File: src/rtl/grid_chk_pkg.sv
// Shared types for grid_result_checker: FSM states, error-log entry and log depth.
package grid_chk_pkg;

    localparam int LOG_DEPTH  = 8;
    localparam int LOG_AW_MAX = 16;
    localparam int LOG_DW_MAX = 32;

    typedef enum logic [2:0] {
        IDLE,
        WAIT,
        SCAN,
        FLUSH,
        REPORT
    } state_t;

    // Sized for the widest supported geometry; the checker uses the low AW/DW bits.
    typedef struct packed {
        logic [LOG_AW_MAX-1:0] addr;
        logic [LOG_DW_MAX-1:0] got;
        logic [LOG_DW_MAX-1:0] exp;
    } log_entry_t;

endpackage

File: src/rtl/grid_err_fifo.sv
// Synchronous show-ahead FIFO with full/empty flags and a synchronous clear.
// Push into a full FIFO succeeds only when a pop happens in the same cycle.
module grid_err_fifo
    import grid_chk_pkg::*;
#(
    parameter int W     = 8,
    parameter int DEPTH = LOG_DEPTH
) (
    input  logic         clk,
    input  logic         rst,
    input  logic         clr,
    input  logic         push,
    input  logic [W-1:0] din,
    input  logic         pop,
    output logic [W-1:0] dout,
    output logic         full,
    output logic         empty
);
    localparam int PW   = (DEPTH > 1) ? $clog2(DEPTH) : 1;
    localparam int CNTW = $clog2(DEPTH + 1);

    logic [W-1:0]    mem [DEPTH];
    logic [PW-1:0]   wr_ptr, rd_ptr;
    logic [CNTW-1:0] count;
    logic            do_push, do_pop;

    assign empty   = (count == '0);
    assign full    = (count == CNTW'(DEPTH));
    assign do_pop  = pop && !empty;
    assign do_push = push && (!full || do_pop);
    assign dout    = mem[rd_ptr];

    function automatic logic [PW-1:0] ptr_inc(input logic [PW-1:0] p);
        return (p == PW'(DEPTH - 1)) ? '0 : p + 1'b1;
    endfunction

    always_ff @(posedge clk or negedge rst) begin
        if (!rst) begin
            wr_ptr <= '0;
            rd_ptr <= '0;
            count  <= '0;
        end else if (clr) begin
            wr_ptr <= '0;
            rd_ptr <= '0;
            count  <= '0;
        end else begin
            if (do_push) wr_ptr <= ptr_inc(wr_ptr);
            if (do_pop)  rd_ptr <= ptr_inc(rd_ptr);
            count <= count + CNTW'(do_push) - CNTW'(do_pop);
        end
    end

    always_ff @(posedge clk) begin
        if (do_push) mem[wr_ptr] <= din;
    end

endmodule

File: config.mk
export PLATFORM = sky130hd
export DESIGN_NAME = grid_err_fifo
export DESIGN_NICKNAME = d
export VERILOG_FILES = /design/src/rtl/grid_chk_pkg.sv /design/src/rtl/grid_err_fifo.sv
export SDC_FILE = /design/constraint.sdc
export NUM_CORES = 1
export LEC_CHECK = 0
export BUFFER_PORTS_ARGS = -buffer_cell sky130_fd_sc_hd__buf_2
export CAP_MARGIN = 10
export CORE_MARGIN = 5
export CORE_UTILIZATION = 25
export DETAILED_ROUTE_END_ITERATION = 16
export GPL_TIMING_DRIVEN = 0
export PLACE_DENSITY_LB_ADDON = 0.12
export SYNTH_ARGS = -nofsm -noshare
export SYNTH_HDL_FRONTEND = slang
export SYNTH_SLANG_ARGS = --single-unit
File: constraint.sdc
create_clock -name clk -period 4.45 [get_ports clk]
set_clock_uncertainty 0.2 [all_clocks]
set_input_delay 0.89 -clock clk [delete_from_list [all_inputs] [get_ports clk]]
set_output_delay 0.89 -clock clk [all_outputs]
set_load 0.03 [all_outputs]
# Word level (Yosys, flattened, before mapping)
# Memories as Yosys holds them, arrays and structs flattened.
# Cells that the tools add are included.
dict set report totals {
  inputBits 13
  output_inout_bits 10
  mem_count 1
  elab_cells 28
  register_bits 10
  mem_bits_rw 64
}
dict set report classes {
  n_reduce_logical 8
  n_mux 9
  addsub 4
  n_eq_ne 3
}
# memory words word_bits rd rd_ports_with_merged_regs write_ports line
set mem_list {}
lappend mem_list {mem 8 8 1 0 1 grid_err_fifo.sv:22} ;# logic [W-1:0] mem [DEPTH];
# cell n
set ops {}
lappend ops {{3-bit 2-to-1 mux} 6}
lappend ops {{3-bit by 1-bit adder with 3-bit output, second input constant} 2}
lappend ops {{3-bit equality test, second input constant} 2}
lappend ops {{4-bit by 1-bit adder with 4-bit output} 1}
lappend ops {{4-bit equality test, second input constant} 1}
lappend ops {{4-bit logical NOT} 1}
lappend ops {{4-bit 2-to-1 mux} 1}
lappend ops {{2-bit nonzero test} 2}
lappend ops {{4-bit by 1-bit subtractor with 4-bit output} 1}
lappend ops {{1-bit logical AND} 2}
lappend ops {{1-bit logical NOT} 2}
lappend ops {{1-bit 2-to-1 mux} 2}
lappend ops {{1-bit logical OR} 1}

# Logic depth before layout (Yosys ltp)
dict set report depth {
  depth_word 8
  ltp_mapped 10
  ltp_nobuf 10
}

# Least setup slack after synthesis
# No wires, ideal clock.
dict set report synth_timing {
  kind {input to register}
  from {input port pop}
  to {memory mem[0][0] (enable)}
  t_arrival_ps 2200
  path_slack_ps 1655
  setup_time_ps 395
  stages 3
  cell_sequence {nor2b_1 -> nor2_1 -> nor4_1}
}
dict set report synth_via {
  elab_chain_cells 5
}
# item line
set synth_rtl {}
lappend synth_rtl {{start: declaration} grid_err_fifo.sv:14} ;# input logic pop,
lappend synth_rtl {{1-bit logical AND} grid_err_fifo.sv:29} ;# assign do_pop = pop && !empty;
lappend synth_rtl {{1-bit logical OR} grid_err_fifo.sv:30} ;# assign do_push = push && (!full || do_pop);
lappend synth_rtl {{1-bit logical AND} grid_err_fifo.sv:30}
lappend synth_rtl {{1-bit 2-to-1 mux} grid_err_fifo.sv:54} ;# if (do_push) mem[wr_ptr] <= din;
lappend synth_rtl {{1-bit 2-to-1 mux (not written as such)} grid_err_fifo.sv:54}
lappend synth_rtl {{end: declaration} grid_err_fifo.sv:22}
# Every way passes these cells.

# Worst setup path in the final report
dict set report layout_timing {
  from {register rd_ptr[1]}
  to {output port dout[1]}
}
dict set report layout_via {
  elab_chain_cells 1
}
# item line
set layout_rtl {}
lappend layout_rtl {{start: declaration} grid_err_fifo.sv:23} ;# logic [PW-1:0] wr_ptr, rd_ptr;
lappend layout_rtl {{start signal: assignment} grid_err_fifo.sv:48} ;# if (do_pop) rd_ptr <= ptr_inc(rd_ptr);
lappend layout_rtl {{memory read 8 x 8 bit} --}
lappend layout_rtl {{end: declaration} grid_err_fifo.sv:15} ;# output logic [W-1:0] dout,
# Every way passes these cells.

==> results_dict.tcl <==
set metrics [dict create \
    run_status "finished clean" \
    cp-start-kind "register" \
    grt_max_degree 13 \
    critPathArrivalTime_ps 2150 \
    post_cts_buffers 0 \
    report.final.setup_viol 0 \
    grt_use_total 0.0995 \
    drt_iter0_markers 95 \
    wl_mm 6.96 \
    synth_seq_cells 74 \
    endpoint_kind "primary output" \
    hold_buffers 0 \
    portBuffers 22 \
    required_ps 3360 \
    worstMarginPinSlew_ps 933 \
    start_util 0.254 \
    ioPinCount 23 \
    rows 41 \
    synth_cell_types 32 \
    grt_pass1_wl_mm 10.6 \
    worstReg2RegStart "count[2]" \
    root_buffer "clkbuf_16" \
    seq_area_frac_synth 0.681 \
    drv_slew 0 \
    area_delta_synth_final_pct 21.3 \
    fin_crit_sh 0.728 \
    htreeDepth 3 \
    core_area_um2 12600 \
    die_h_um 123 \
    dieArea_um2 15100 \
    rsz0062_at_grt "no" \
    syn-instance-count 177 \
    cts_tree "built" \
    period_needed_ps 3240 \
    wl_per_cell_um 17.7 \
    diodes 0 \
    dr.pass1.iters 4 \
    antenna_left 0 \
    drive_gt1_frac 0.323 \
    clk_latency_ps 330 \
    gp_congestion 0.740 \
    syn_area_um2 3190 \
    clk_pin_slew_worst_paths_ps 60 \
    hold_class "in -> async" \
    syn_avg_cell_area_um2 18.0 \
    relSlewSlack 0.374 \
    numCtsBuffers 9 \
    clk_path_buf_depth 2 \
    path_class "reg -> out" \
    vias_per_cell 4.41 \
    hpwl_mm 4.61 \
    final_common_cell "edfxtp_1" \
    maxCapViolations 0 \
    power.leakage_nw 1.34 \
    grt-ovfl-total 0 \
    setup_tns_ps 0 \
    grt_pass1_vias 1730 \
    fmax_mhz 309 \
    nets 238 \
    antenna_found_initial 0 \
    power.density_nw_per_um2 523 \
    dr_total_vias 1729 \
    cts.sinks 74 \
    post_cts_resized 0 \
    finalHoldViolCount 0 \
    worst-path-max-fanout 10 \
    peakVddDrop_mv 0.182 \
    nFillCells 1235 \
    cp-startpoint "rd_ptr[1]" \
    yosysWarnings 0 \
    fp.dieW_um 123 \
    synth_fp_nets 200 \
    place_area_um2 3610 \
    drc 0 \
    stdcell_area_um2 3870 \
    mostFrequentLayoutCells "edfxtp_1 (64), buf_2 (24), dfrtp_1 (10)" \
]
registers in the layout, indices dropped and copies added (netlist names):
name / count
count: 4
mem: 64
rd_ptr: 3
wr_ptr: 3
cells in the mapped netlist:
library cell,n,share of area
a21oi_1,5,0.0078
a311o_1,1,0.0031
a31o_2,1,0.0027
a32o_1,1,0.0031
buf_2,2,0.0031
buf_6,3,0.011
clkbuf_1,2,0.0024
dfrtp_1,10,0.078
edfxtp_1,64,0.60
fa_1,1,0.0063
ha_1,9,0.035
inv_1,7,0.0082
mux2_2,8,0.028
mux4_1,8,0.066
mux4_2,8,0.056
nand2_1,5,0.0059
nand2b_1,4,0.0078
nand3_1,4,0.0063
nand4b_1,3,0.0082
nor2_1,5,0.0059
nor2b_1,5,0.0098
nor3_1,6,0.0094
nor4_1,2,0.0039
nor4b_1,1,0.0027
o2111ai_1,1,0.0027
o211ai_1,2,0.0047
o21ai_0,4,0.0063
or3_1,1,0.0020
or3b_1,1,0.0027
or3b_2,1,0.0027
or4_1,1,0.0024
xnor2_1,1,0.0027
worst max-delay path, cell delays in order, from the launching register on:
cell and delay [ps]:
dfrtp_1 370, buf_6 190, buf_6 200, mux4_1 590, mux2_2 290, buf_2 180
area by class of cell:
class	count	area, um2	share of cell area
Tap cell	172	215	0.0556
Multi-Input combinational cell	89	985	0.254
Inverter	7	26.3	0.00679
Clock inverter	5	31.3	0.00808
Timing Repair Buffer	27	159	0.0410
Buffer	7	51.3	0.0132
Sequential cell	74	2170	0.561
Clock buffer	11	233	0.0601
metal layers:
layer,share of wire,track usage,vias up
li1,-,-,793
met1,0.50,0.138,889
met2,0.44,0.143,35
met3,0.044,0.0270,12
met4,0.020,0.0498,0
met5,0,0,-
logic make-up after synthesis:
| kind of cell | after synthesis | share of synthesized area |
|---|---|---|
| and+or+nand+nor | 39 | 0.0698 |
| DFF | 74 | 0.681 |
| muxes | 24 | 0.151 |
| xor gates and xnor gates | 1 | 0.00274 |
| AOI/OAI and AO/OA | 15 | 0.0306 |
| buffers and inverters | 14 | 0.0243 |
| adders and majority gates | 10 | 0.0416 |
power by group:
part	leakage (nW)	total (mW)	switching [mW]	internal (mW)
Combinational	0.495	0.530	0.315	0.215
Clock	0.131	0.649	0.273	0.375
Sequential	0.715	0.847	0.0292	0.818
stage by stage:
stage	setup WS, ps	hold WS, ps	std cells	utilization	power [mW]
after CTS	1150	228	392	0.308	2.06
final	1210	223	392	0.308	2.03
after global placement	216	414	371	0.280	1.39
after detailed placement	1350	417	376	0.287	1.40
after global routing	1080	233	392	0.308	2.14
after floorplan	1650	343	177	-	1.23
final timing paths:
check / end / slack, ps / depth (start not counted)
worst max-delay path: dout[1] / 1210 / 5
worst min-delay path: count[1] / 220 / 1
worst max register to register: count[2] / 1700 / 10
worst min register to register: wr_ptr[0] / 430 / 2
max in group asynchronous: wr_ptr[0] / 3620 / 1
min in group clk: wr_ptr[0] / 430 / 2
Power figures use the tool's default switching activity.
